--- src/rtl/dir_step_ctrl_pkg.sv ---
// Shared definitions for the direction/step control slice.
// Holds the debounce FSM state encoding and the default timing parameters
// used by dir_step_ctrl and btn_debounce.
package dir_step_ctrl_pkg;

  // Default number of consecutive synchronized samples needed to accept a level change.
  localparam int unsigned DebCyclesDefault = 16;
  // Default clk cycles between step pulses; matches the legacy bit-5 divider rate.
  localparam int unsigned TickDivDefault   = 64;

  typedef enum logic [1:0] {
    StIdle      = 2'b00,
    StPressWait = 2'b01,
    StHeld      = 2'b10,
    StRelWait   = 2'b11
  } deb_state_e;

endpackage

--- src/rtl/btn_debounce.sv ---
// Push-button conditioner: two-flop synchronizer followed by a debounce FSM.
// Ports:
//   clk    - system clock, rising edge
//   rst_n  - asynchronous active-low reset
//   btn    - raw, asynchronous, bouncing button
//   accept - one-cycle press strobe, decoded from registered FSM state and the
//            synchronized button; the parent registers it on the same edge at
//            which the FSM enters StHeld.
import dir_step_ctrl_pkg::*;

module btn_debounce #(
  parameter int unsigned DEB_CYCLES = DebCyclesDefault
) (
  input  logic clk,
  input  logic rst_n,
  input  logic btn,
  output logic accept
);

  localparam int unsigned   CntW    = $clog2(DEB_CYCLES + 1);
  localparam logic [CntW-1:0] CntLast = CntW'(DEB_CYCLES - 1);

  logic            sync_q;
  logic            btn_s;
  deb_state_e      state_q;
  logic [CntW-1:0] cnt_q;

  // Only sync_q ever samples the asynchronous button.
  always_ff @(posedge clk or negedge rst_n) begin
    if (!rst_n) begin
      sync_q <= 1'b0;
      btn_s  <= 1'b0;
    end else begin
      sync_q <= btn;
      btn_s  <= sync_q;
    end
  end

  always_ff @(posedge clk or negedge rst_n) begin
    if (!rst_n) begin
      state_q <= StIdle;
      cnt_q   <= '0;
    end else begin
      unique case (state_q)
        StIdle: begin
          if (btn_s) begin
            state_q <= StPressWait;
            cnt_q   <= CntW'(1);
          end
        end
        StPressWait: begin
          if (!btn_s) begin
            state_q <= StIdle;
            cnt_q   <= '0;
          end else if (cnt_q == CntLast) begin
            state_q <= StHeld;
            cnt_q   <= '0;
          end else begin
            cnt_q <= cnt_q + CntW'(1);
          end
        end
        StHeld: begin
          if (!btn_s) begin
            state_q <= StRelWait;
            cnt_q   <= CntW'(1);
          end
        end
        StRelWait: begin
          if (btn_s) begin
            state_q <= StHeld;
            cnt_q   <= '0;
          end else if (cnt_q == CntLast) begin
            state_q <= StIdle;
            cnt_q   <= '0;
          end else begin
            cnt_q <= cnt_q + CntW'(1);
          end
        end
        default: begin
          state_q <= StIdle;
          cnt_q   <= '0;
        end
      endcase
    end
  end

  // High exactly in the cycle where StPressWait commits to StHeld.
  assign accept = (state_q == StPressWait) && btn_s && (cnt_q == CntLast);

endmodule

--- src/rtl/dir_step_ctrl.sv ---
// Upstream control stage for the 4-LED rotating sequencer.
// Converts a bouncing button into a toggling direction level and produces a
// one-cycle step strobe at a fixed divided rate (clock-enable style).
// Ports:
//   clk   - system clock, rising edge
//   rst_n - asynchronous active-low reset
//   btn   - raw push-button
//   en    - prescaler run enable; 0 freezes the step generator
//   dir   - direction level (1 = forward), registered
//   step  - one-cycle advance strobe, registered
//   press - one-cycle strobe per accepted press, registered
import dir_step_ctrl_pkg::*;

module dir_step_ctrl #(
  parameter int unsigned DEB_CYCLES = DebCyclesDefault,
  parameter int unsigned TICK_DIV   = TickDivDefault,
  parameter bit          DIR_INIT   = 1'b1
) (
  input  logic clk,
  input  logic rst_n,
  input  logic btn,
  input  logic en,
  output logic dir,
  output logic step,
  output logic press
);

  localparam int unsigned     DivW    = $clog2(TICK_DIV);
  localparam logic [DivW-1:0] DivLast = DivW'(TICK_DIV - 1);

  logic            accept;
  logic            dir_q;
  logic            press_q;
  logic            step_q;
  logic [DivW-1:0] div_q;

  btn_debounce #(
    .DEB_CYCLES(DEB_CYCLES)
  ) u_btn_debounce (
    .clk   (clk),
    .rst_n (rst_n),
    .btn   (btn),
    .accept(accept)
  );

  // dir and press update on the same edge, so a coincident step already sees
  // the new direction.
  always_ff @(posedge clk or negedge rst_n) begin
    if (!rst_n) begin
      dir_q   <= DIR_INIT;
      press_q <= 1'b0;
    end else begin
      press_q <= accept;
      if (accept) begin
        dir_q <= ~dir_q;
      end
    end
  end

  always_ff @(posedge clk or negedge rst_n) begin
    if (!rst_n) begin
      div_q  <= '0;
      step_q <= 1'b0;
    end else if (en) begin
      if (div_q == DivLast) begin
        div_q  <= '0;
        step_q <= 1'b1;
      end else begin
        div_q  <= div_q + DivW'(1);
        step_q <= 1'b0;
      end
    end else begin
      step_q <= 1'b0;
    end
  end

  assign dir   = dir_q;
  assign press = press_q;
  assign step  = step_q;

endmodule

--- config.mk ---
export PLATFORM = sky130hd
export DESIGN_NAME = dir_step_ctrl
export DESIGN_NICKNAME = d
export VERILOG_FILES = /design/src/rtl/dir_step_ctrl_pkg.sv /design/src/rtl/btn_debounce.sv /design/src/rtl/dir_step_ctrl.sv
export SDC_FILE = /design/constraint.sdc
export NUM_CORES = 1
export LEC_CHECK = 0
export CORE_MARGIN = 2
export CORE_UTILIZATION = 50
export CTS_BUF_LIST = sky130_fd_sc_hd__clkbuf_4 sky130_fd_sc_hd__clkbuf_8
export DETAILED_ROUTE_END_ITERATION = 12
export PLACE_DENSITY_LB_ADDON = 0.08
export SLEW_MARGIN = 40
export SYNTH_ARGS = -nofsm -noshare
export SYNTH_HDL_FRONTEND = slang
export SYNTH_SLANG_ARGS = --single-unit
--- constraint.sdc ---
create_clock -name clk -period 1.95 [get_ports clk]
set_input_delay 0.195 -clock clk [delete_from_list [all_inputs] [get_ports clk]]
set_output_delay 0.195 -clock clk [all_outputs]
set_load 0.005 [all_outputs]
==> run summary, run 1 <==
Along the worst path, the maximum fanout reaches 2. The post-layout minimum cycle time is 1525 ps. The iteration-0 DRC count of the detailed router is 6. sky130_fd_sc_hd__dfrtp_1 takes more of the synthesized area than any other cell.

The worst reg2reg path depth came out at 4. The number of buffers added to fix hold violations after cts came out at 0. The register bit total from synthesis is 18. The final-report hold violation count is 0. The final clock skew came out at 0.6004 ps. The worst slew slack as a fraction of its limit came out at 77.24%. The die is 43.61 µm wide. The gate count of the mapped netlist is 66. Clock tree synthesis found a total of 18 sinks. Among all stages on the critical path, the largest delay is contributed by sky130_fd_sc_hd__dfstp_2.

The signed area change from the synthesized netlist to the final layout is 14.35%. The final critical-path share of the clock period is 78.19%. STA classifies the critical path startpoint as a register. The worst ir drop on vdd came out at 0.0006621 V. The stage delay of the slowest cell on the critical path came out at 550 ps. The tree is rooted in a sky130_fd_sc_hd__clkbuf_4. The core box area came out at 0.001489 mm². The number of nets produced by synthesis came out at 72. The total half-perimeter wirelength after legalization and detailed placement came out at 819.1 µm. The cell leakage power is 0.4066 nW. Once detail routing completed, the nets flagged for antenna violations numbered 0. The power per standard cell area came out at 1013 mW/mm². The critical path goes through clkdlybuf4s50_1. In this run the number of H-tree levels came out at 1.

TritonCTS built the clock tree. Among all cell types in the netlist, the one instantiated most often is sky130_fd_sc_hd__dfrtp_1. The placement-stage cell area came out at 860.8 µm². The total die area is 0.001902 mm². The die boundary height came out at 43.61 µm. The total overflow left after global routing is 0. Among cell families on the critical path, the largest total delay comes from flip-flops. In this run the number of cells on the critical path is 1. The DRC violation count after routing is 0. For this run, the total global-route usage over all layers was measured as 15.70%. Entering global routing, the biggest net connects 19 pins.

In this run, post-CTS repair resized a total of 0 instances. The layout cell share with drive strength beyond 1 came out at 14.67%. The worst setup path is captured at an output pin. The final total negative setup slack is 0 ps. The number of inserted diodes is 0.

The initial antenna violation count came to 0. The initial standard-cell utilization of the core is 52.69%. The number of buffer cells added on primary ports came out at 6. Counting flops with an async set or reset pin after synthesis yields a share of 100.0%.

The run finished with clean final reports. The max-slew violation total from the final report came out at 0. The synthesized design contains 0 enable-type register cells. The number of different library cells used by synthesis comes to 27. The Yosys warning count came out at 0. The global-route wire length before repair came out at 2.083 mm. The achievable clock frequency came out at 655.8 MHz.

Using the TritonRoute via totals, the vias-per-cell ratio works out to 5.396. Setup repair after global routing left no endpoint under its margin. The final standard cell utilization of the core is 60.25%.

The origin of the worst setup path is dir. The cell area after technology mapping came out at 784.5 µm². The wire length per cell after detailed routing is 12.54 µm. The clock reaches the later pin of the worst-skew pair after 290 ps. Buffers added to address setup during post-CTS repair amount to 0. For this run, the detailed router's first-pass iteration total came to 4.

The signal arrival time at the worst endpoint is 1330 ps. The timing endpoint of the critical path is dir. The average cell area after synthesis is 11.89 µm². For the pin with the worst max-slew slack, the measured transition is 338.9 ps. The maximum buffer depth of the clock tree is 2. The boundary pin count came out at 7. The path class of the tightest hold or removal check is in -> async. By area the synthesized netlist is led by sky130_fd_sc_hd__dfrtp_1 54%, sky130_fd_sc_hd__xnor2_1 4.5%, sky130_fd_sc_hd__xor2_1 4.5%. The area share of the largest cell type after synthesis is 54.23%.

Row generation in the floorplan step produced 14 rows. The total wire length came out at 1.141 mm. The clock transition time at the flip-flop clock pins of the worst setup and hold paths came out at 100 ps.

The net count of the finished layout is 82. In the synthesized netlist the dominant register cell turns out to be sky130_fd_sc_hd__dfrtp_1. The number of buffers and inverters on the critical path is 1. In this run the critical register-to-register path is launched from u_btn_debounce.cnt_q[0]. The routed via count came out at 491. The via count of the first global-routing pass came out at 483.

Across the run, the number of max-cap violations was 0. The critical path start-end classification is reg -> out. The sequential-to-total area share from yosys stat came out at 57.58%. The required time of the worst setup path came out at 1750 ps.

The number of clock buffers inserted by TritonCTS came out at 3. Across all register-to-register paths, the minimum setup slack is 460 ps. The congestion estimate from routability-driven global placement came to 0.7159. The total of endpoints with negative setup slack in the final report is 0. By count the netlist is led by 17 x sky130_fd_sc_hd__dfrtp_1, 5 x sky130_fd_sc_hd__nand2_1, 5 x sky130_fd_sc_hd__nor2_1.

The finished layout cell area came out at 897.1 µm².
through the flow:
stage	instances	setup slack (ps)	hold slack [ps]	total power, mW
floorplan	66	530.6	-100.6	0.6365
global placement	87	500.9	332.9	0.6872
detailed placement	87	470.7	334.7	0.6916
CTS	91	405.9	224.3	0.9209
global route	91	318.8	237.2	0.9634
finish	91	425.2	224.5	0.9086
layer usage:
metal | part of all wire, % | wire, µm | global-route usage [%]
met1 | 50 | 567 | 20.28
met2 | 46 | 530 | 23.24
met3 | 2.3 | 26 | 3.750
met4 | 1.5 | 17 | 10.91
met5 | 0 | 0 | 0
registers in the layout, summed over array words and instances (netlist names), named ones only:
name                    count
div_q                       6
u_btn_debounce.cnt_q        5
dir                         1
press                       1
step                        1
u_btn_debounce.btn_s        1
u_btn_debounce.state_q      1
u_btn_debounce.sync_q       1
report_power, final:
part           switching, mW  internal [mW]  leakage (nW)
Sequential            0.0660          0.449         0.224
Combinational         0.0805         0.0864         0.162
Clock                  0.113          0.114        0.0210
worst min-delay path by stage:
stage,cells past startpoint,endpoint
2_1_floorplan,0,asynchronous set/reset pin
3_3_place_gp,0,u_btn_debounce.btn_s
3_5_place_dp,0,u_btn_debounce.btn_s
4_1_cts,2,u_btn_debounce.cnt_q[2]
5_1_grt,2,u_btn_debounce.cnt_q[4]
6_report,2,u_btn_debounce.cnt_q[4]
final cells by class:
cell class	count	area, µm²
fill	121	591.8
tap	16	20.02
sequential	18	451.7
clock buffer	4	36.28
multi-input combinational	43	310.3
inverter	3	11.26
timing repair buffer	7	67.56
layout by cell type, fill, tap and decap left out:
master                            Yosys  layout
sky130_fd_sc_hd__a21oi_1              2       2
sky130_fd_sc_hd__a32o_1               1       1
sky130_fd_sc_hd__and3_1               1       1
sky130_fd_sc_hd__and4b_1              1       1
sky130_fd_sc_hd__buf_4                1       1
sky130_fd_sc_hd__clkbuf_4             0       3
sky130_fd_sc_hd__clkbuf_8             0       1
sky130_fd_sc_hd__clkdlybuf4s50_1      0       6
sky130_fd_sc_hd__dfrtp_1             17      17
sky130_fd_sc_hd__dfstp_2              1       1
sky130_fd_sc_hd__ha_1                 2       2
sky130_fd_sc_hd__inv_1                3       3
sky130_fd_sc_hd__mux2_2               1       1
sky130_fd_sc_hd__mux2_4               1       1
sky130_fd_sc_hd__nand2_1              5       5
sky130_fd_sc_hd__nand2_2              1       1
sky130_fd_sc_hd__nand3_1              4       4
sky130_fd_sc_hd__nand4_1              1       1
sky130_fd_sc_hd__nand4b_1             1       1
sky130_fd_sc_hd__nor2_1               5       5
sky130_fd_sc_hd__nor3_1               1       1
sky130_fd_sc_hd__o21a_1               2       2
sky130_fd_sc_hd__o21ai_0              1       1
sky130_fd_sc_hd__o21ai_1              2       2
sky130_fd_sc_hd__o32ai_2              1       1
sky130_fd_sc_hd__or3_1                1       1
sky130_fd_sc_hd__xnor2_1              4       4
sky130_fd_sc_hd__xor2_1               4       4
sky130_fd_sc_hd__xor2_2               1       1
logic make-up after synthesis:
| family | count (synthesis) | synth area share [%] |
|---|---|---|
| and+or+nand+nor | 21 | 13.56 |
| AOI/OAI and AO/OA | 9 | 8.452 |
| muxes | 2 | 3.349 |
| DFF | 18 | 57.58 |
| buffers and inverters | 5 | 2.871 |
| xor gates and xnor gates | 9 | 11.00 |
| adders and majority gates | 2 | 3.189 |
Power figures use the tool's default switching activity.
==> run 2, diff against run 1 <==
==> constraint.sdc (replaced) <==
create_clock -name clk -period 1.45 [get_ports clk]
set_input_delay 0.145 -clock clk [delete_from_list [all_inputs] [get_ports clk]]
set_output_delay 0.145 -clock clk [all_outputs]
set_load 0.005 [all_outputs]
==> run 2 against run 1 <==
Against the previous run:
- design area grew 3.8%
- first-iteration DRC count shrank 17%
- hold slack worse by 60 ps
- register-to-register slack got worse by 400 ps
- count of clock-buffer cells in the layout did not move
- total power is 33% higher
- via count up 2.6%
- non-clock buffer count rose by 5
- clock power increased by 21%
- flip-flop and latch count unchanged
- final cell count increased by 5.5%
- highest routed layer unchanged
==> run summary, run 2 (same netlist as run 1, synthesis figures left out) <==
Outcome: completed (unchanged). The reg-to-reg critical path startpoint is u_btn_debounce.cnt_q[0] (unchanged). The slew of the pin with the lowest slew margin was 352.5 ps (was 338.9 ps). The global-route wire length before repair came to 2.035 mm (was 2.083 mm). The initial standard-cell utilization of the core came to 52.69% (unchanged). The net count of the finished layout is 87 (was 82).

The worst hold margin came out at 165.0 ps (was 224.5 ps). The number of inserted diodes is 0 (unchanged). The final-report hold violation count is 0 (unchanged). The initial antenna violation count was 0 (unchanged). The final clock skew came to 13.83 ps (was 0.6004 ps). The critical path start-end classification was reg -> reg (was reg -> out).

After layout, the minimum clock period comes to 1389 ps. The total of endpoints with negative setup slack in the final report is 0 (unchanged). The worst ir drop on vdd is 0.0008270 V (was 0.0006621 V). The worst-skew pair later-pin latency came to 300 ps (was 290 ps). The number of buffers added to fix hold violations after cts came out at 0 (unchanged).

The via count of the first global-routing pass is 488 (was 483). The boundary pin count came out at 7 (unchanged). Static timing analysis puts the maximum clock frequency at 719.7 MHz. The total global routing track utilization was 14.64% (was 15.70%).

The iteration-0 DRC count of the detailed router is 5 (was 6). The layout cell share with drive strength beyond 1 came out at 22.50% (was 14.67%). The origin of the worst setup path was u_btn_debounce.cnt_q[0] (was dir). The total die area is 0.001902 mm² (unchanged).

The final critical-path share of the clock period is 95.82%. The count of maximum capacitance violations was 0 (unchanged). The number of clock buffers inserted by TritonCTS came out at 3 (unchanged). The maximum buffer depth of the clock tree came to 2 (unchanged).

The power per standard cell area came out at 1295 mW/mm² (was 1013 mW/mm²). The number of buffer cells added on primary ports is 6 (unchanged). The residual antenna-violating net count after detailed routing is 0 (unchanged). The wire length per cell after detailed routing is 12.55 µm (was 12.54 µm).

The clock sink count is 18 (unchanged). The worst reg2reg path depth is 4 (unchanged). The signal arrival time at the worst endpoint is 1570 ps (was 1330 ps). The signed area change from the synthesized netlist to the final layout is 18.66% (was 14.35%). The type of origin of the critical path is a register (unchanged).

The ratio of routed vias to standard cells came to 5.250 (was 5.396). The max-slew violation total from the final report is 0 (unchanged). The die boundary height was 43.61 µm (unchanged).

The final standard cell utilization of the core was 62.52% (was 60.25%). The maximum number of pins on one net before global-route repair was 19 (unchanged). The total wire length came out at 1.205 mm (was 1.141 mm).

The final weighted congestion in routability-driven placement came out at 0.7282 (was 0.7159). The cell leakage power is 0.4319 nW (was 0.4066 nW). The number of optimization iterations in the first detailed-route pass is 4 (unchanged). The type of the worst min-delay path is in -> async (unchanged). The capturing element type of the critical path is a register (was output pin).

The register-to-register path setup slack is 60 ps (was 460 ps). The clock transition time at the flip-flop clock pins of the worst setup and hold paths came out at 110 ps (was 100 ps). The maximum fanout along the worst path came out at 6 (was 2). The number of flip-flops in the largest register came to 6 (unchanged).

The die boundary width is 43.61 µm (unchanged). The TritonCTS clock tree is done (unchanged). The largest register by flop count is div_q (unchanged).

The count of standard-cell rows came out at 14 (unchanged). Commonest cells after routing, fill and taps aside: 17 x sky130_fd_sc_hd__dfrtp_1, 6 x sky130_fd_sc_hd__buf_4, 5 x sky130_fd_sc_hd__nand2_1, 5 x sky130_fd_sc_hd__nor2_1, 5 x sky130_fd_sc_hd__clkdlybuf4s50_1 (was 17 x sky130_fd_sc_hd__dfrtp_1, 6 x sky130_fd_sc_hd__clkdlybuf4s50_1, 5 x sky130_fd_sc_hd__nand2_1, 5 x sky130_fd_sc_hd__nor2_1). The total half-perimeter wirelength after legalization and detailed placement came out at 825 µm (was 819.1 µm). The clock root buffer is sky130_fd_sc_hd__clkbuf_4 (unchanged). Biggest registers after layout: div_q (6), u_btn_debounce.cnt_q (5) (unchanged). The routed via count was 504 (was 491).

The worst slew slack as a fraction of its limit is 76.50% (was 77.24%). The required time of the worst setup path is 1630 ps (was 1750 ps). The number of H-tree branching levels came out at 1 (unchanged). The core box area came out at 0.001489 mm² (unchanged). The residual overflow from global routing came to 0 (unchanged).

The DRC violation count after routing came out at 0 (unchanged). The most common cell after layout, fill and taps aside is sky130_fd_sc_hd__dfrtp_1 (unchanged).
run 2: layer usage:
metal | GRT usage (%) | vias up | share of wire (%)
li1 | - | 255 | -
met1 | 19.67 | 239 | 52
met2 | 22.06 | 6 | 43
met3 | 3.750 | 4 | 3.1
met4 | 7.273 | 0 | 1.8
met5 | 0 | - | 0
run 2: through the flow:
step	instance area, µm²	setup slack (ps)	power, mW	instances	TNS, ps
global route	930.9	-0.7141	1.286	96	-0.7141
detailed placement	875.8	41.41	0.9310	89	0
floorplan	784.5	30.61	0.8560	66	0
global placement	875.8	34.73	0.9247	89	0
CTS	912.1	23.86	1.206	94	0
finish	930.9	60.54	1.206	96	0
run 2: where the power goes:
group | total [mW] | internal, mW | switching, mW
Clock | 0.275 | 0.126 | 0.149
Combinational | 0.240 | 0.130 | 0.110
Sequential | 0.690 | 0.604 | 0.0863
Total | 1.21 | 0.860 | 0.346
run 2: area by class of cell:
class | count | area, µm²
Sequential cell | 18 | 451.7
Tap cell | 16 | 20.02
Multi-Input combinational cell | 43 | 314.1
Fill cell | 129 | 558.0
Timing Repair Buffer | 12 | 103.9
Inverter | 3 | 11.26
Clock buffer | 4 | 30.03
run 2: repair_timing:
item | 4_1_cts | 5_1_grt
setup buffers | 1 | 2
setup endpoints to repair | 1 | 3
gates resized for setup | 1 | 2
run 2: worst min path at each step:
stage | cells past startpoint | end | slack [ps] | start
6_report | 2 | div_q[4] | 160 | rst_n
3_3_place_gp | 0 | u_btn_debounce.btn_s | 340 | u_btn_debounce.sync_q
3_5_place_dp | 0 | u_btn_debounce.btn_s | 340 | u_btn_debounce.sync_q
2_1_floorplan | 0 | asynchronous set/reset pin | -150 | rst_n
4_1_cts | 2 | u_btn_debounce.cnt_q[4] | 180 | rst_n
5_1_grt | 2 | u_btn_debounce.cnt_q[4] | 190 | rst_n
run 2: worst max-delay path: stages, from the launching register on:
cell	delay [ps]
sky130_fd_sc_hd__dfrtp_1	420
sky130_fd_sc_hd__ha_2	200
sky130_fd_sc_hd__and4b_2	290
sky130_fd_sc_hd__nand2_2	90
sky130_fd_sc_hd__mux2_4	290
==> run 3, diff against run 2 <==
--- a/config.mk
+++ b/config.mk
@@ -5,10 +5,11 @@
 export SDC_FILE = /design/constraint.sdc
 export NUM_CORES = 1
 export LEC_CHECK = 0
-export CORE_MARGIN = 2
+export CORE_MARGIN = 5
 export CORE_UTILIZATION = 50
 export CTS_BUF_LIST = sky130_fd_sc_hd__clkbuf_4 sky130_fd_sc_hd__clkbuf_8
 export DETAILED_ROUTE_END_ITERATION = 12
+export GPL_TIMING_DRIVEN = 1
 export PLACE_DENSITY_LB_ADDON = 0.08
 export SLEW_MARGIN = 40
 export SYNTH_ARGS = -nofsm -noshare
==> run 3 against run 2 <==
Against the previous run:
- design area fell by 0.94%
- count of clock-buffer cells in the layout is the same
- flip-flop and latch count unchanged
- final cell count decreased by 2.1%
- total power is 0.88% higher
- critical path depth stayed put
- critical path type unchanged
==> run summary, run 3 (same netlist as run 1, synthesis figures left out) <==
Outcome: completed (unchanged). The worst-skew pair later-pin latency is 280 ps (was 300 ps). The total wire length is 1.171 mm (was 1.205 mm).

The final total power was 1.216 mW (was 1.206 mW). The total of endpoints with negative setup slack in the final report is 0 (unchanged). The achievable clock frequency is 720.9 MHz (was 719.7 MHz). The clock root buffer is sky130_fd_sc_hd__clkbuf_4 (unchanged). The maximum buffer depth of the clock tree is 2 (unchanged).

The layout cell share with drive strength beyond 1 was 20.51% (was 22.50%). Commonest cells after routing, fill and taps aside: 17 x sky130_fd_sc_hd__dfrtp_1, 5 x sky130_fd_sc_hd__nand2_1, 5 x sky130_fd_sc_hd__nor2_1, 5 x sky130_fd_sc_hd__clkdlybuf4s50_1 (was 17 x sky130_fd_sc_hd__dfrtp_1, 6 x sky130_fd_sc_hd__buf_4, 5 x sky130_fd_sc_hd__nand2_1, 5 x sky130_fd_sc_hd__nor2_1, 5 x sky130_fd_sc_hd__clkdlybuf4s50_1). The type of the worst min-delay path is in -> async (unchanged). The residual antenna-violating net count after detailed routing came to 0 (unchanged).

The number of buffer cells added on primary ports is 6 (unchanged). The capturing element type of the critical path is a register (unchanged). The total global routing track utilization came out at 11.86% (was 14.64%). The global-route wire length before repair came out at 2.249 mm (was 2.035 mm). The final-report hold violation count is 0 (unchanged). The maximum fanout along the worst path is 6 (unchanged). The final clock skew came out at 4.229 ps (was 13.83 ps). The initial standard-cell utilization of the core was 52.69% (unchanged). The final weighted congestion in routability-driven placement came out at 0.7843 (was 0.7282). The switching power came out at 336.5 µW (was 346.1 µW). The post-layout minimum cycle time is 1387 ps (was 1389 ps). The number of optimization iterations in the first detailed-route pass was 3 (was 4).

The worst slew slack as a fraction of its limit came out at 77.71% (was 76.50%). The highest-delay cell along the critical path was sky130_fd_sc_hd__dfrtp_1 (unchanged). Cells along the critical path: ha_2, and4b_2, nand2_2, mux2_4 (unchanged). The cell leakage power came out at 0.4239 nW (was 0.4319 nW). The number of inserted diodes is 0 (unchanged). The final total negative setup slack came to 0 ps (unchanged).

The boundary pin count is 7 (unchanged). The combinational share of power came out at 18.9% (was 19.9%). The final standard cell utilization of the core is 61.93% (was 62.52%). The number of H-tree branching levels is 1 (unchanged). The maximum number of pins on one net before global-route repair is 19 (unchanged).

The TritonCTS clock tree is done (unchanged). The clock sink count came out at 18 (unchanged). The clock group share of total power is 24.1% (was 22.8%).

Setup repair after global routing left no endpoint under its margin. The iteration-0 DRC count of the detailed router is 7 (was 5). The final critical-path share of the clock period came to 95.67% (was 95.82%). The largest register by flop count was div_q (unchanged). The core box area is 0.001489 mm² (unchanged). The routed via count was 504 (unchanged). The number of inserted filler cells in the final layout came out at 126 (was 129). The critical path start-end classification was reg -> reg (unchanged).

The count of maximum capacitance violations came out at 0 (unchanged). The count of standard-cell rows is 14 (unchanged). The max-slew violation total from the final report was 0 (unchanged). The clock transition time at the flip-flop clock pins of the worst setup and hold paths is 100 ps (was 110 ps). The via count of the first global-routing pass came out at 546 (was 488). The signed area change from the synthesized netlist to the final layout is 17.54% (was 18.66%).

The power per standard cell area is 1319 mW/mm² (was 1295 mW/mm²). The most common cell after layout, fill and taps aside is sky130_fd_sc_hd__dfrtp_1 (unchanged). The post-layout instance count excluding filler cells is 94 (was 96).

Biggest registers after layout: div_q (6), u_btn_debounce.cnt_q (5) (unchanged). The number of post-CTS setup repair buffers came out at 0 (was 1). The ratio of routed vias to standard cells is 5.362 (was 5.250). The DRC violation count after routing is 0 (unchanged).

The worst ir drop on vdd came out at 0.0007004 V (was 0.0008270 V). The residual overflow from global routing came out at 0 (unchanged). The number of flip-flops in the largest register is 6 (unchanged). The total die area is 0.002461 mm² (was 0.001902 mm²). The wire length per cell after detailed routing came to 12.46 µm (was 12.55 µm). The stage delay of the slowest cell on the critical path is 420 ps (about the same). The slew of the pin with the lowest slew margin is 334.3 ps (was 352.5 ps). The die boundary height came out at 49.61 µm (was 43.61 µm). The internal power of the cells is 879.9 µW (was 859.7 µW). The net count of the finished layout was 85 (was 87). The required time of the worst setup path is 1620 ps (was 1630 ps). The share of total power consumed by net switching is 27.66% (was 28.70%). The total half-perimeter wirelength after legalization and detailed placement is 887.1 µm (was 825 µm). The die boundary width is 49.61 µm (was 43.61 µm).

The signal arrival time at the worst endpoint came out at 1560 ps (was 1570 ps). The number of placed cells counting well taps is 90 (was 89). The portion of total power attributed to sequential cells came out at 57.0% (was 57.2%).

The number of clock buffers inserted by TritonCTS came to 3 (unchanged). The initial antenna violation count is 0 (unchanged). The type of origin of the critical path is a register (unchanged).
## run 3: cell types whose count changed in the layout (fill, tap and decap cells not counted), sizes merged
cell	before	now
buf	6	4
## run 3: metrics by stage
step	setup slack (ps)	area, µm²	hold WS, ps
finish	62.85	922.1	176.7
global route	12.51	922.1	192.2
CTS	32.86	918.4	184.0
detailed placement	31.69	883.3	349.2
global placement	52.48	883.3	333.0
floorplan	30.61	784.5	-150.6
## run 3: area by class of cell
type | count | area (µm²) | share of cell area (%)
tap | 16 | 20.02 | 2.171
timing repair buffer | 10 | 88.84 | 9.634
sequential | 18 | 451.7 | 48.98
multi-input combinational | 43 | 314.1 | 34.06
inverter | 3 | 11.26 | 1.221
clock buffer | 4 | 36.28 | 3.935
## run 3: timing repair
item	CTS	global route
hold buffers	0	0
resized for setup	1	2
endpoints found under the setup margin	1	1
## run 3: worst paths after layout
kind	end	slack, ps	start	depth (start not counted)
max in group asynchronous	dir	1010	rst_n	2
hold reg to reg	u_btn_debounce.btn_s	370	u_btn_debounce.sync_q	0
setup / recovery	register	60	u_btn_debounce.cnt_q[0]	4
setup reg to reg	register	60	u_btn_debounce.cnt_q[0]	4
hold / removal	u_btn_debounce.cnt_q[4]	180	rst_n	2
min in group clk	u_btn_debounce.sync_q	300	btn	1
## run 3: power by group through the flow
stage	Sequential, mW	Combinational, mW	Clock [mW]
floorplan	0.678	0.178	0
global placement	0.701	0.228	0
detailed placement	0.703	0.238	0
CTS	0.695	0.235	0.306
global route	0.712	0.279	0.339
finish	0.694	0.229	0.293
## run 3: metal layers
layer  vias up  track usage (%)  wire, µm
met4         0            3.930        16
met1       250            14.07       568
li1        247                -         -
met5         -                0         0
met2         5            19.92       547
met3         2            3.916        39
## run 3: critical path, delay by kind of cell (launching register included)
kind,cells,cell delay (ps)
flops,1,420
mux,1,290
simple gates,2,380
fa+ha+maj,1,200
